===== src/rtl/keypad_digit_sequencer.sv =====
// keypad_digit_sequencer
// Front-end for the six-digit lock: buffers keypad digits, then on ENTER
// replays them as three registered pairs (in_a/in_b/sel + wr_en strobe)
// followed by a judge request.
// Optional build macro: KEYPAD_TIMEOUT_EN (discard partial entries after
// TIMEOUT_CYCLES idle cycles). Without it, partial entries persist.
module keypad_digit_sequencer #(
    parameter int TIMEOUT_CYCLES = 1000,
    parameter int CNT_W          = 10
) (
    input  logic       clk,
    input  logic       clr,
    input  logic       key_valid,
    input  logic [3:0] key_code,
    input  logic       key_enter,
    input  logic       key_back,
    output logic [3:0] in_a,
    output logic [3:0] in_b,
    output logic [1:0] sel,
    output logic       wr_en,
    output logic       judge_req,
    output logic [2:0] digit_cnt,
    output logic       busy,
    output logic       err_key,
    output logic       timeout_pulse
);

    typedef enum logic [2:0] {
        ST_IDLE   = 3'd0,
        ST_WR_HI  = 3'd1,
        ST_WR_MID = 3'd2,
        ST_WR_LO  = 3'd3,
        ST_JUDGE  = 3'd4
    } state_t;

    state_t     r_state, w_state;
    logic [3:0] r_slot [6];
    logic [3:0] w_slot [6];
    logic [2:0] r_cnt, w_cnt;
    logic [3:0] r_in_a, w_in_a, r_in_b, w_in_b;
    logic [1:0] r_sel, w_sel;
    logic       r_wr_en, w_wr_en, r_judge, w_judge;
    logic       r_busy, w_busy, r_err, w_err;
    logic       w_any_key;
    logic       w_timeout_hit;

    assign w_any_key = key_valid | key_enter | key_back;

`ifdef KEYPAD_TIMEOUT_EN
    logic [CNT_W-1:0] r_idle_cnt, w_idle_cnt;
    logic             r_timeout;

    // A partial entry expires when the idle counter has reached its last count
    // and this cycle still carries no key strobe.
    assign w_timeout_hit = (r_state == ST_IDLE) && !w_any_key && (r_cnt != 3'd0) &&
                           (r_idle_cnt == CNT_W'(TIMEOUT_CYCLES - 1));

    // Inactivity counter next value: runs only while a partial entry waits in IDLE.
    always_comb begin
        w_idle_cnt = r_idle_cnt;
        if ((r_state != ST_IDLE) || (r_cnt == 3'd0) || w_any_key || w_timeout_hit) begin
            w_idle_cnt = {CNT_W{1'b0}};
        end else begin
            w_idle_cnt = r_idle_cnt + {{(CNT_W-1){1'b0}}, 1'b1};
        end
    end

    // Inactivity counter and registered timeout pulse.
    always_ff @(posedge clk or negedge clr) begin
        if (!clr) begin
            r_idle_cnt <= {CNT_W{1'b0}};
            r_timeout  <= 1'b0;
        end else begin
            r_idle_cnt <= w_idle_cnt;
            r_timeout  <= w_timeout_hit;
        end
    end

    assign timeout_pulse = r_timeout;
`else
    // No timeout hardware; the parameters are still referenced so both builds
    // share one parameter interface.
    assign w_timeout_hit = 1'b0 & (TIMEOUT_CYCLES > 0) & (CNT_W > 0);
    assign timeout_pulse = 1'b0;
`endif

    // Next-state, buffer and output-register values; defaults hold state and
    // keep strobes low.
    always_comb begin
        w_state = r_state;
        for (int i = 0; i < 6; i++) begin
            w_slot[i] = r_slot[i];
        end
        w_cnt   = r_cnt;
        w_in_a  = r_in_a;
        w_in_b  = r_in_b;
        w_sel   = r_sel;
        w_wr_en = 1'b0;
        w_judge = 1'b0;
        w_busy  = 1'b0;
        w_err   = 1'b0;
        case (r_state)
            ST_IDLE: begin
                if (key_back) begin
                    if (r_cnt != 3'd0) begin
                        for (int i = 0; i < 6; i++) begin
                            if (3'(i) == (r_cnt - 3'd1)) begin
                                w_slot[i] = 4'd0;
                            end else begin
                                w_slot[i] = r_slot[i];
                            end
                        end
                        w_cnt = r_cnt - 3'd1;
                    end else begin
                        w_err = 1'b1;
                    end
                end else if (key_enter) begin
                    if (r_cnt == 3'd6) begin
                        w_state = ST_WR_HI;
                        w_sel   = 2'b00;
                        w_in_a  = r_slot[0];
                        w_in_b  = r_slot[1];
                        w_wr_en = 1'b1;
                        w_busy  = 1'b1;
                    end else begin
                        w_err = 1'b1;
                    end
                end else if (key_valid) begin
                    if ((key_code > 4'd9) || (r_cnt == 3'd6)) begin
                        w_err = 1'b1;
                    end else begin
                        for (int i = 0; i < 6; i++) begin
                            if (3'(i) == r_cnt) begin
                                w_slot[i] = key_code;
                            end else begin
                                w_slot[i] = r_slot[i];
                            end
                        end
                        w_cnt = r_cnt + 3'd1;
                    end
                end else if (w_timeout_hit) begin
                    for (int i = 0; i < 6; i++) begin
                        w_slot[i] = 4'd0;
                    end
                    w_cnt = 3'd0;
                end else begin
                    w_state = ST_IDLE;
                end
            end
            ST_WR_HI: begin
                w_state = ST_WR_MID;
                w_sel   = 2'b01;
                w_in_a  = r_slot[2];
                w_in_b  = r_slot[3];
                w_wr_en = 1'b1;
                w_busy  = 1'b1;
            end
            ST_WR_MID: begin
                w_state = ST_WR_LO;
                w_sel   = 2'b10;
                w_in_a  = r_slot[4];
                w_in_b  = r_slot[5];
                w_wr_en = 1'b1;
                w_busy  = 1'b1;
            end
            ST_WR_LO: begin
                w_state = ST_JUDGE;
                w_sel   = 2'b11;
                w_judge = 1'b1;
                w_busy  = 1'b1;
            end
            ST_JUDGE: begin
                w_state = ST_IDLE;
                for (int i = 0; i < 6; i++) begin
                    w_slot[i] = 4'd0;
                end
                w_cnt = 3'd0;
            end
            default: begin
                w_state = ST_IDLE;
            end
        endcase
    end

    // State, digit buffer and all registered outputs.
    always_ff @(posedge clk or negedge clr) begin
        if (!clr) begin
            r_state <= ST_IDLE;
            for (int i = 0; i < 6; i++) begin
                r_slot[i] <= 4'd0;
            end
            r_cnt   <= 3'd0;
            r_in_a  <= 4'd0;
            r_in_b  <= 4'd0;
            r_sel   <= 2'b00;
            r_wr_en <= 1'b0;
            r_judge <= 1'b0;
            r_busy  <= 1'b0;
            r_err   <= 1'b0;
        end else begin
            r_state <= w_state;
            for (int i = 0; i < 6; i++) begin
                r_slot[i] <= w_slot[i];
            end
            r_cnt   <= w_cnt;
            r_in_a  <= w_in_a;
            r_in_b  <= w_in_b;
            r_sel   <= w_sel;
            r_wr_en <= w_wr_en;
            r_judge <= w_judge;
            r_busy  <= w_busy;
            r_err   <= w_err;
        end
    end

    assign in_a      = r_in_a;
    assign in_b      = r_in_b;
    assign sel       = r_sel;
    assign wr_en     = r_wr_en;
    assign judge_req = r_judge;
    assign digit_cnt = r_cnt;
    assign busy      = r_busy;
    assign err_key   = r_err;

endmodule


===== config.mk =====
export PLATFORM = sky130hd
export DESIGN_NAME = keypad_digit_sequencer
export DESIGN_NICKNAME = d
export VERILOG_FILES = /design/src/rtl/keypad_digit_sequencer.sv
export SDC_FILE = /design/constraint.sdc
export NUM_CORES = 1
export LEC_CHECK = 0
export CAP_MARGIN = 10
export CELL_PAD_IN_SITES_DETAIL_PLACEMENT = 1
export CELL_PAD_IN_SITES_GLOBAL_PLACEMENT = 1
export CORE_MARGIN = 2
export CORE_UTILIZATION = 40
export DETAILED_ROUTE_END_ITERATION = 10
export PLACE_DENSITY = 0.74
export RECOVER_POWER = 50
export SETUP_SLACK_MARGIN = 0.15
export SYNTH_ARGS = -nofsm -noshare
export SYNTH_HDL_FRONTEND = slang
export SYNTH_SLANG_ARGS = --single-unit

===== constraint.sdc =====
create_clock -name clk -period 2.1 [get_ports clk]
set_input_delay 0.21 -clock clk [delete_from_list [all_inputs] [get_ports clk]]
set_output_delay 0.21 -clock clk [all_outputs]
set_load 0.03 [all_outputs]

Word level (Yosys, flattened, before mapping):

Cells that the tools add are included.

* bits in registers: 44
* bits of input ports: 9

* add/subtract/negate cells: 2
* magnitude comparators: 1
* equality and inequality tests: 36
* multiplexer cells: 54
* reduce and logical (&&, ||, !) cells: 20

Operator list (number)
* $mux 24: 5
* $mux 4: 18
* $ne 3x3->1 const B: 18
* $pmux 24 s2: 1
* $reduce_and 7->1: 6
* $mux 3: 9
* $pmux 4 s3: 2
* $eq 2x3->1 const A: 4
* $eq 3x3->1 const A: 4
* $pmux 3 s4: 1
* $mux 1: 11
* $logic_not 3->1: 3
* $pmux 2 s4: 1
* $reduce_and 4->1: 2
* $eq 1x3->1 const A: 2
* $eq 3x2->1 const B: 2
* $eq 3x3->1 const B: 2
* $mux 2: 3
* $ne 2x2->1 const B: 3
* $pmux 3 s2: 1
* $reduce_bool 3->1: 2
* $reduce_and 5->1: 1
* $gt 4x4->1 const B: 1
* $pmux 1 s2: 2
* 9 further kinds: 9

Logic depth before layout (Yosys ltp):

* word-level depth: 7
* gate-level depth with buffers: 7
* depth with buffers taken out: 7

Least setup slack after synthesis:

No wires, ideal clock.

* path type: flip-flop to flip-flop
* start point: reg r_cnt[0], in the netlist digit_cnt[0]
* end point: reg r_slot[0] (netlist bit)
* library setup time: 125 ps
* arrival: 2119 ps
* data required time: 1975 ps
* path slack: -144 ps
* cell stages (with the launch flop): 8
* buffers on the path: 0
* path through: dfrtp_1 -> inv_1 -> ha_1 -> nand2_1 -> and3_2 -> a21boi_4 -> or3_4 -> mux2_4

* word-level cells in the longest chain between the ends: 4
* elaborated cells on any way between the ends: 11

Ends and longest elaborated chain
* start, declared: RTL line 39 `logic [2:0] r_cnt, w_cnt;`
* start signal, assigned: RTL line 205 `r_cnt <= w_cnt;`
* $sub 3x1->3 / $eq 3x3->1 (equally long branches): RTL line 107, 129
* $eq 3x3->1 / $logic_or 1x1->1 (equally long branches): RTL line 107, 129
* $ne 3x3->1 (no line)
* $reduce_and 7->1 (no line) *
* end signal, assigned by index: RTL line 203 `r_slot[i] <= w_slot[i];`
* end, declared: RTL line 37 `logic [3:0] r_slot [6];`

Mark *: on every way between the ends. The rest lies on a longest branch, timed or not.
A chain may end at the register's enable or synchronous reset.

Worst setup path after layout:

* start point: reg r_cnt[1], in the netlist digit_cnt[1]
* end point: reg r_slot[20] (netlist bit)

* word-level cells in the longest chain between the ends: 4
* elaborated cells on any way between the ends: 11

Ends and longest elaborated chain (RTL line)
* $sub 3x1->3 / $eq 3x3->1 (equally long branches): 107, 129
* $logic_not 3->1 / $logic_or 1x1->1 (equally long branches): 107, 129
* $ne 3x3->1 (no line)
* $reduce_and 7->1 (no line) *

Marks and branches as above.

==> results.cfg <==
[run_status]
outcome = finished, final reports clean

[detailed_routing]
drt_wl_total_mm = 5.43
first_pass_iters = 4
drc = 0
wl_per_cell_um = 17.3
drt_iter0_markers = 58
routed_via_density = 5.31
antenna_left = 0
dr_total_vias = 1662

[logic_synthesis]
yosys_most_used_dff = dfrtp_1
ys_seq_area_frac = 0.495
synthDistinctLibCells = 47
async_reset_ff_frac = 1.00
synthCells = 195
synth_nets = 211
synth_warnings = 0
synth-edff-count = 0
syn_area_um2 = 2220
ys_ff_latch = 44
syn_avg_cell_area_um2 = 11.4

[clocking]
htree_levels = 2
cts_sinks = 44
cts_tree = done
clock_latency_ns = 0.31
cts-buffers-inserted = 5
cts_buffer_depth = 2
cts.clk_slew.worst_paths_ns = 0.09
clock-root-buffer = clkbuf_8

[sta]
fin_crit_sh = 0.910
drv_slew = 0
finClkSkew_ns = 0.00844
worstMarginPinSlew_ns = 1.10
rsz0062_at_grt = yes
fmax_mhz = 523
whs_ns = 0.493
setup_viol = 0
relSlewSlack = 0.268
fin_tns_setup_ns = 0
min_period_ns = 1.91
finalHoldViolCount = 0

[floorplanning]
rows = 27
die_height_um = 78.6
pin_count = 27
initial_core_util = 0.409
dieArea_um2 = 6170
coreArea_um2 = 5440
die_w_um = 78.6

[critical_path]
required_ns = 2.29
crit_type = register to register
worst_ep_arrival_time_ns = 2.10
critPathLaunchType = register
worst-path-max-fanout = 5
endpoint_kind = register

[cells_and_area]
syn_to_final_growth_pct = 28.7
final_nets = 257
n_antenna_cell = 0
drive_gt1_frac = 0.253

[power]
vdd_drop_max_uv = 789
power_leakage_nw = 1.24
powerDensity_nw_per_um2 = 1760

[placement]
dp_hpwl_mm = 3.69
io_buffers = 25
place.gp.congestion = 0.856

[global_routing]
grt_use_total = 0.186
grt_max_degree = 45
grt_overflow_total = 0
grt_first_pass_wirelength_mm = 8.86
grt_pass1_vias = 1708
antenna_found_initial = 0

[hold_path]
hp-class = register to register

[flow_run]
drv_cap = 0
## report_power, final
group / switching, mW / leakage (nW) / internal, mW / total (mW)
logic: 1.63 / 0.655 / 1.44 / 3.07
clock network: 0.295 / 0.0400 / 0.225 / 0.521
registers: 0.225 / 0.549 / 1.23 / 1.45
## layout make-up
type | instances | area (um^2)
flip-flops and latches | 44 | 1100
well taps | 72 | 90.1
fillers | 593 | 2570
clock buffers | 5 | 68.8
multi-input cells | 134 | 1130
repair buffers | 48 | 423
inverters | 8 | 32.5
clock inverters | 2 | 12.5
## worst max-delay path, stage by stage, from the launching register on
cell	delay, ns
dfrtp_2	0.46
ha_4	0.20
nand2_2	0.12
nand3_1	0.16
o21ai_1	0.17
nor3b_2	0.18
buf_4	0.16
mux2_1	0.33
## sequential cells by signal, summed over array words and instances, names as in the netlist
name / count
err_key: 1
digit_cnt: 3
wr_en: 1
in_a: 4
busy: 1
r_slot: 24
in_b: 4
r_state: 3
sel: 2
judge_req: 1
## repair_timing
action                     CTS  global route
pin swaps                    1             3
setup buffers                2             2
gates resized for setup      5            10
hold endpoints to repair    16             0
hold buffers                 1             0
setup endpoints to repair   17            23
## through the flow
| step | total power [mW] | cells | instance area (um^2) | util | setup WS [ns] |
|---|---|---|---|---|---|
| after floorplan | 3.37 | 195 | 2250 | - | 0.153 |
| final | 5.04 | 313 | 2860 | 0.527 | 0.189 |
| after global routing | 5.40 | 313 | 2860 | 0.527 | 0.0894 |
| after global placement | 4.24 | 301 | 2670 | 0.492 | 0.0234 |
| after CTS | 4.97 | 311 | 2810 | 0.517 | 0.156 |
| after detailed placement | 4.33 | 301 | 2670 | 0.492 | 0.0137 |
## worst paths after layout
check	startpoint	end	slack [ns]	depth (start not counted)
min in group asynchronous	clr	r_slot[13]	0.72	3
hold reg to reg	r_slot[9]	r_slot[9]	0.49	1
max in group asynchronous	clr	digit_cnt[2]	0.65	3
hold / removal	r_slot[9]	r_slot[9]	0.49	1
setup reg to reg	digit_cnt[1]	r_slot[20]	0.19	7
setup / recovery	digit_cnt[1]	r_slot[20]	0.19	7
## synth_stat cells (all sizes together) (3+ instances only)
library cell / count / area, um^2
buf: 7 / 50.1
o22a: 8 / 70.1
o22ai: 10 / 62.6
mux2: 24 / 285
o21bai: 3 / 30.0
dfrtp: 44 / 1100
and2: 4 / 25.0
nand2b: 5 / 31.3
o21ai: 5 / 28.8
nor2: 15 / 61.3
nor3: 5 / 30.0
ha: 7 / 87.6
a21oi: 16 / 91.3
nand2: 8 / 30.0
inv: 7 / 26.3
## cells in the final DEF (no fill, tap or decap), drive strengths merged, types with 2 or more instances in the layout
cell,count
dfrtp,44
mux2,24
clkdlybuf4s50,21
buf,20
a21oi,16
nor2,15
o22ai,10
o22a,8
nand2,8
clkbuf,8
inv,7
ha,7
nand2b,5
nor3,5
o21ai,5
and2,4
dlygate4sd3,4
o21bai,3
or3,2
nand4,2
a211oi,2
clkinv,2
xnor2,2
a31oi,2
nor3b,2
## metal layers
layer / GRT usage / routed length [um]
met5: 0 / 0
met4: 0.0667 / 81
met3: 0.0391 / 145
met2: 0.293 / 2650
met1: 0.254 / 2550
## cell families (layout without fill, tap and decap cells)
| group | after synthesis | in the layout | share of synthesized area |
|---|---|---|---|
| adders and majority gates | 7 | 7 | 0.0394 |
| buffers and inverters | 17 | 63 | 0.0394 |
| muxes | 24 | 24 | 0.128 |
| other | 1 | 1 | 0.00169 |
| and+or+nand+nor | 47 | 47 | 0.114 |
| xor gates and xnor gates | 2 | 2 | 0.00788 |
| AOI/OAI and AO/OA | 53 | 53 | 0.174 |
| DFF | 44 | 44 | 0.495 |
Power figures use the tool's default switching activity.
